===== config.mk =====
export PLATFORM = sky130hd
export DESIGN_NAME = cpu_mem_server_flat
export DESIGN_NICKNAME = d
export VERILOG_FILES = /design/src/rtl/cpu_mem_server_if.sv /design/src/rtl/cpu_mem_server.sv /design/src/flat_wrapper.sv
export SDC_FILE = /design/constraint.sdc
export NUM_CORES = 2
export LEC_CHECK = 0
export ABC_AREA = 1
export BUFFER_PORTS_ARGS = -buffer_cell sky130_fd_sc_hd__buf_2
export CORE_MARGIN = 3
export CORE_UTILIZATION = 25
export CTS_BUF_LIST = sky130_fd_sc_hd__clkbuf_16
export CTS_CLUSTER_DIAMETER = 100
export DETAILED_ROUTE_END_ITERATION = 10
export MAX_ROUTING_LAYER = met4
export SLEW_MARGIN = 0
export SYNTH_ARGS = -nofsm -noshare
export SYNTH_HDL_FRONTEND = slang
export SYNTH_SLANG_ARGS = --single-unit

===== constraint.sdc =====
create_clock -name CLK -period 11 [get_ports CLK]
set_input_delay 1.65 -clock CLK [delete_from_list [all_inputs] [get_ports CLK]]
set_output_delay 1.65 -clock CLK [all_outputs]
set_load 0.02 [all_outputs]

===== src/rtl/cpu_mem_server_if.sv =====
// CPU bus and boot-loader byte stream between cpu_mem_server (slave) and the CPU/loader (master).
interface cpu_mem_server_if;
  logic [7:0]  PC;
  logic [7:0]  ADDR;
  logic [7:0]  WDATA;
  logic        MW;
  logic [15:0] Iin;
  logic [7:0]  Din;
  logic        EN_L;
  logic        CPU_RST;
  logic        LD_VALID;
  logic [7:0]  LD_BYTE;
  logic        LD_LAST;
  logic        LD_READY;
  logic        LD_OVF;

  modport master (
    output PC, ADDR, WDATA, MW, LD_VALID, LD_BYTE, LD_LAST,
    input  Iin, Din, EN_L, CPU_RST, LD_READY, LD_OVF
  );

  modport slave (
    input  PC, ADDR, WDATA, MW, LD_VALID, LD_BYTE, LD_LAST,
    output Iin, Din, EN_L, CPU_RST, LD_READY, LD_OVF
  );
endinterface


===== src/rtl/cpu_mem_server.sv =====
// Instruction/data memory server with boot loader (LOAD -> RELEASE -> RUN) for the 8-bit CPU.
// Optional HR_MMIO_EN: RUN cycle counter snapshot readable at data addresses FE/FF.
module cpu_mem_server #(
  parameter int IMEM_WORDS = 128,
  parameter int DMEM_DEPTH = 256
) (
  input  logic            CLK,
  input  logic            RESET,
  cpu_mem_server_if.slave bus
);

  typedef enum logic [1:0] {S_LOAD, S_RELEASE, S_RUN} state_t;

  state_t      state, state_nx;
  logic [6:0]  wp, wp_nx;
  logic        ph_hi, ph_hi_nx;
  logic        ld_ovf, ld_ovf_nx;
  logic        en_l, cpu_rst, ld_ready;
  logic [7:0]  lo_byte;
  logic        hs;
  logic        wp_at_end;
  logic        imem_we;
  logic [15:0] imem_wdata;

  logic [15:0] imem [IMEM_WORDS];
  logic [7:0]  dmem [DMEM_DEPTH];

  assign hs        = bus.LD_VALID && ld_ready;
  assign wp_at_end = ({1'b0, wp} == 8'(IMEM_WORDS - 1));

  always_comb begin
    state_nx   = state;
    wp_nx      = wp;
    ph_hi_nx   = ph_hi;
    ld_ovf_nx  = ld_ovf;
    imem_we    = 1'b0;
    imem_wdata = {bus.LD_BYTE, lo_byte};
    case (state)
      S_LOAD: begin
        if (hs) begin
          if (!ph_hi) begin
            // A final odd byte becomes a zero-extended word of its own
            if (bus.LD_LAST) begin
              imem_we    = 1'b1;
              imem_wdata = {8'h00, bus.LD_BYTE};
              state_nx   = S_RELEASE;
            end else begin
              ph_hi_nx = 1'b1;
            end
          end else begin
            imem_we  = 1'b1;
            ph_hi_nx = 1'b0;
            wp_nx    = wp + 7'd1;
            if (bus.LD_LAST) begin
              state_nx = S_RELEASE;
            end else if (wp_at_end) begin
              ld_ovf_nx = 1'b1;
              state_nx  = S_RELEASE;
            end
          end
        end
      end
      S_RELEASE: state_nx = S_RUN;
      S_RUN:     state_nx = S_RUN;
      default:   state_nx = S_LOAD;
    endcase
  end

  always_ff @(posedge CLK) begin
    if (RESET) begin
      state    <= S_LOAD;
      wp       <= '0;
      ph_hi    <= 1'b0;
      ld_ovf   <= 1'b0;
      en_l     <= 1'b1;
      cpu_rst  <= 1'b1;
      ld_ready <= 1'b0;
    end else begin
      state    <= state_nx;
      wp       <= wp_nx;
      ph_hi    <= ph_hi_nx;
      ld_ovf   <= ld_ovf_nx;
      en_l     <= (state_nx != S_RUN);
      cpu_rst  <= (state_nx != S_RUN);
      ld_ready <= (state_nx == S_LOAD);
    end
  end

  always_ff @(posedge CLK) begin
    if (!RESET && state == S_LOAD && hs && !ph_hi) lo_byte <= bus.LD_BYTE;
  end

  always_ff @(posedge CLK) begin
    if (imem_we && !RESET) imem[wp] <= imem_wdata;
  end

  assign bus.EN_L     = en_l;
  assign bus.CPU_RST  = cpu_rst;
  assign bus.LD_READY = ld_ready;
  assign bus.LD_OVF   = ld_ovf;

  // The CPU sees NOPs (all-zero) while the image is still arriving
  assign bus.Iin = (state != S_LOAD && {1'b0, bus.PC[7:1]} < 8'(IMEM_WORDS))
                   ? imem[bus.PC[7:1]] : 16'h0000;

  logic       run_wr;
  logic       dmem_hit;
  logic       dmem_we;
  logic [7:0] dmem_rd;

  assign run_wr   = bus.MW && state == S_RUN && !RESET;
  assign dmem_hit = {1'b0, bus.ADDR} < 9'(DMEM_DEPTH);
  assign dmem_rd  = dmem_hit ? dmem[bus.ADDR] : 8'h00;

`ifdef HR_MMIO_EN
  logic [15:0] cyc;
  logic [15:0] snap;
  logic        mmio_sel;

  assign mmio_sel = (bus.ADDR[7:1] == 7'h7F);

  always_ff @(posedge CLK) begin
    if (RESET) begin
      cyc  <= '0;
      snap <= '0;
    end else begin
      if (state == S_RUN) cyc <= cyc + 16'd1;
      if (run_wr && bus.ADDR == 8'hFE) snap <= cyc;
    end
  end

  assign dmem_we = run_wr && dmem_hit && !mmio_sel;
  assign bus.Din = mmio_sel ? (bus.ADDR[0] ? snap[15:8] : snap[7:0]) : dmem_rd;
`else
  assign dmem_we = run_wr && dmem_hit;
  assign bus.Din = dmem_rd;
`endif

  always_ff @(posedge CLK) begin
    if (dmem_we) dmem[bus.ADDR] <= bus.WDATA;
  end

endmodule


===== src/flat_wrapper.sv =====
// flat-port wrapper written by rule: the top's interface ports become plain ports
module cpu_mem_server_flat 
#(
  parameter int IMEM_WORDS = 128,
  parameter int DMEM_DEPTH = 256
)
  (CLK, RESET, bus_PC, bus_ADDR, bus_WDATA, bus_MW, bus_LD_VALID, bus_LD_BYTE, bus_LD_LAST, bus_Iin, bus_Din, bus_EN_L, bus_CPU_RST, bus_LD_READY, bus_LD_OVF);
  cpu_mem_server_if bus_i ();
  input  logic CLK;
  input  logic RESET;
  input wire logic [$bits(bus_i.PC)-1:0] bus_PC;
  input wire logic [$bits(bus_i.ADDR)-1:0] bus_ADDR;
  input wire logic [$bits(bus_i.WDATA)-1:0] bus_WDATA;
  input wire logic [$bits(bus_i.MW)-1:0] bus_MW;
  input wire logic [$bits(bus_i.LD_VALID)-1:0] bus_LD_VALID;
  input wire logic [$bits(bus_i.LD_BYTE)-1:0] bus_LD_BYTE;
  input wire logic [$bits(bus_i.LD_LAST)-1:0] bus_LD_LAST;
  output wire logic [$bits(bus_i.Iin)-1:0] bus_Iin;
  output wire logic [$bits(bus_i.Din)-1:0] bus_Din;
  output wire logic [$bits(bus_i.EN_L)-1:0] bus_EN_L;
  output wire logic [$bits(bus_i.CPU_RST)-1:0] bus_CPU_RST;
  output wire logic [$bits(bus_i.LD_READY)-1:0] bus_LD_READY;
  output wire logic [$bits(bus_i.LD_OVF)-1:0] bus_LD_OVF;
  assign bus_i.PC = bus_PC;
  assign bus_i.ADDR = bus_ADDR;
  assign bus_i.WDATA = bus_WDATA;
  assign bus_i.MW = bus_MW;
  assign bus_i.LD_VALID = bus_LD_VALID;
  assign bus_i.LD_BYTE = bus_LD_BYTE;
  assign bus_i.LD_LAST = bus_LD_LAST;
  assign bus_Iin = bus_i.Iin;
  assign bus_Din = bus_i.Din;
  assign bus_EN_L = bus_i.EN_L;
  assign bus_CPU_RST = bus_i.CPU_RST;
  assign bus_LD_READY = bus_i.LD_READY;
  assign bus_LD_OVF = bus_i.LD_OVF;
  cpu_mem_server #(.IMEM_WORDS(IMEM_WORDS), .DMEM_DEPTH(DMEM_DEPTH)) u_core (.CLK(CLK), .RESET(RESET), .bus(bus_i));
endmodule

==> flow_summary.yaml <==
timing:
  slew_viol_final: 0
  max_freq_ghz: 0.131
  worstMarginPinSlew_ps: 1150
  hold_viol_final: 0
  setup_tns_ps: 0
  setup_viol: 0
  rsz0062_at_grt: "no"
  relSlewSlack_pct: 23.0
  clock_skew_ps: 120
  post-route-period-util_pct: 69.6
  min_period_ps: 7660
global_routing:
  antenna_found_initial: 21
  gr-total-overflow: 0
  grt_pass1_wl_mm: 671
  grt_pass1_vias: 99700
  grt_start_max_net_pins: 183
  grtUsageTotal_pct: 13.5
floorplan:
  core_um2: 659000
  die_area_um2: 671000
  die_w_um: 819
  rows: 298
  start_util_pct: 25.1
  die_height_um: 819
  num_io_pins: 65
power_and_ir_drop:
  p_per_area_nw_per_um2: 175
  p_int_mw: 25.3
  switchingPower_mw: 7.85
  seqPwrFrac_pct: 53.1
  power_switching_share_pct: 23.7
  fin_total_pwr_mw: 33.1
  p_comb_share_pct: 7.0
  vdd_drop_max_uv: 164
  clkPwrFrac_pct: 39.8
  power.leakage_nw: 66.5
clock_network:
  cts_hold_buffers: 0
  htreeDepth: 5
  clockBufferDepth: 4
  cts_made_buffers: 416
  cts_setup_buffers: 0
  cts_resized: 0
  cts_tree: "built"
  cts.sinks: 4117
  clk_pin_slew_worst_paths_ps: 60
  clock-root-buffer: "clkbuf_16"
  clk_latency_ps: 1040
placed_design:
  numPlacedInstances: 22500
  place_congestion: 0.855
  hpwl_mm: 245
  io_buffers: 63
synthesis:
  syn_area_um2: 165000
  yosysTopAreaCellShare_pct: 74.5
  synth_edf_count: 4104
  synth_most_common_cell: "nand2_1"
  synth-seq-area-share_pct: 74.7
  synth-main-ff-cell: "edfxtp_1"
  synth_area_per_cell_um2: 11.6
  synthesis.nets: 14300
  synthTopCellsByCount: "nand2_1, edfxtp_1, nand3_1"
  synthArstFlopShare_pct: 0
  yosysUniqueCellTypes: 28
  ys_ff_latch: 4117
  yosys_warnings: 0
  synth_area_leader_cell: "edfxtp_1"
  ys_top_cells_by_area: "edfxtp_1, nand2_1, nand3_1, nor2_1, clkbuf_1"
  synthCells: 14200
setup_path:
  cp_max_fo: 87
  worstPathArrival_ps: 6010
  crit_family: "buffers and inverters"
  crit_path_start_kind: "input pin"
  cp_common_cell: "nand3_1"
  cp.required_ps: 9350
  worstSetupEndpointType: "output pin"
  path_cells: "buf_8, buf_4, buf_4, buf_4, nand3_1, nand3_1, nand3_1, nand3_1, nand2_1, nand2_1, nand2_1, nor2_1, nor2_1, buf_2"
  critPathSlowestCell: "buf_4"
  worstSetupPathType: "in -> out"
  slowest_delay_ps: 790
  crit_buf_inv: 5
cells_and_area:
  nFillCells: 66500
  drive_gt1_share_pct: 6.53
  final_util_pct: 28.6
  final_nets: 14200
  syn2layout_area_growth_pct: 14.1
  instances_no_fill: 23200
hold_path:
  hp-class: "reg -> reg"
drt:
  postRouteWirelength_mm: 461
  drc: 0
  avgRoutedWirePerCell_um: 19.8
  drtPass1Iterations: 9
  ant_nets: 0
  vias: 107000
  viasPerCell: 4.59
  drt-initial-drc-count: 12100
run_status:
  status: "completed"
run:
  drv_cap: 0
## logic make-up after synthesis
family | count (synthesis) | share of synthesized area (%)
DFF | 4117 | 74.7
adders and majority gates | 4 | 0.0303
buffers and inverters | 901 | 2.27
and+or+nand+nor | 8909 | 22.0
AOI/OAI and AO/OA | 309 | 0.987
## registers in the layout, indices dropped and copies added, names as in the netlist
| register | count |
|---|---|
| u_core.imem | 2048 |
| u_core.bus.LD_OVF | 1 |
| u_core.ph_hi | 1 |
| u_core.state | 2 |
| u_core.lo_byte | 8 |
| u_core.dmem | 2048 |
| u_core.bus.LD_READY | 1 |
| u_core.bus.EN_L | 1 |
| u_core.wp | 7 |
## final timing paths
path	start	cells after the start	to	slack [ps]
setup / recovery	bus_PC[2]	14	bus_Iin[11]	3340
hold / removal	u_core.wp[5]	2	u_core.wp[5]	530
setup reg to reg	u_core.bus.LD_READY	7	u_core.imem[75][1]	6440
hold reg to reg	u_core.wp[5]	2	u_core.wp[5]	530
## tightest hold or removal path, stage by stage, from the launching register on
cell and delay [ps]:
dfxtp_1 330, inv_1 90, a21oi_1 60
## cells in the final DEF, fill, tap and decap left out, types with 2 or more instances in the layout
cell type	Yosys	final
nand2_2	1	17
buf_2	285	49
buf_4	6	262
diode_2	0	17
o21ai_0	35	27
inv_16	0	2
clkinvlp_4	0	3
nand3_2	0	4
nor2_2	2	3
inv_6	0	6
nand2_1	6055	6039
nor2_4	1	14
buf_8	0	13
clkinv_8	0	6
clkinv_2	0	74
edfxtp_1	4104	4104
inv_1	44	149
buf_12	0	31
nor2_1	597	583
inv_8	0	6
clkinv_1	14	126
clkbuf_16	0	421
a21oi_1	90	90
a22oi_1	28	28
clkinv_16	0	7
a211oi_1	2	2
dfxtp_1	13	13
o21ai_1	150	150
bufinv_16	0	14
nor3_2	4	4
ha_1	4	4
nand3_1	2118	2114
o21ai_4	0	8
nand4_1	129	129
## routing by layer
metal	track usage (%)	part of all wire, %	vias to the layer above
li1	-	-	49200
met1	17.8	42	52400
met2	21.0	46	4292
met3	2.17	8.1	798
met4	4.81	3.8	0
met5	-	0	-
## metrics by stage
stage               cell area [um2]  hold slack, ps  worst slack (ps)
detailed placement           176000             515              3410
global placement             176000             505              3380
finish                       189000             528              3340
CTS                          189000             526              3400
global route                 189000             569              3160
floorplan                    165000             486              2270
## power by group through the flow
stage | Sequential, mW | Clock [mW] | Combinational [mW]
6_report | 17.6 | 13.2 | 2.32
4_1_cts | 17.6 | 13.4 | 2.31
3_5_place_dp | 17.9 | 0 | 2.31
3_3_place_gp | 17.9 | 0 | 2.28
2_1_floorplan | 18.0 | 0 | 1.20
5_1_grt | 17.6 | 14.0 | 2.50
## area by class of cell
type | count | area [um2] | share of cell area, %
clock inverters | 331 | 2030 | 1.08
diodes | 17 | 42.5 | 0.0225
well taps | 8700 | 10900 | 5.77
repair buffers | 355 | 3030 | 1.60
inverters | 64 | 294 | 0.156
clock buffers | 421 | 10500 | 5.58
multi-input cells | 9222 | 38400 | 20.3
flip-flops and latches | 4117 | 123000 | 65.4
Note: power is estimated with default switching activity, not from simulation.
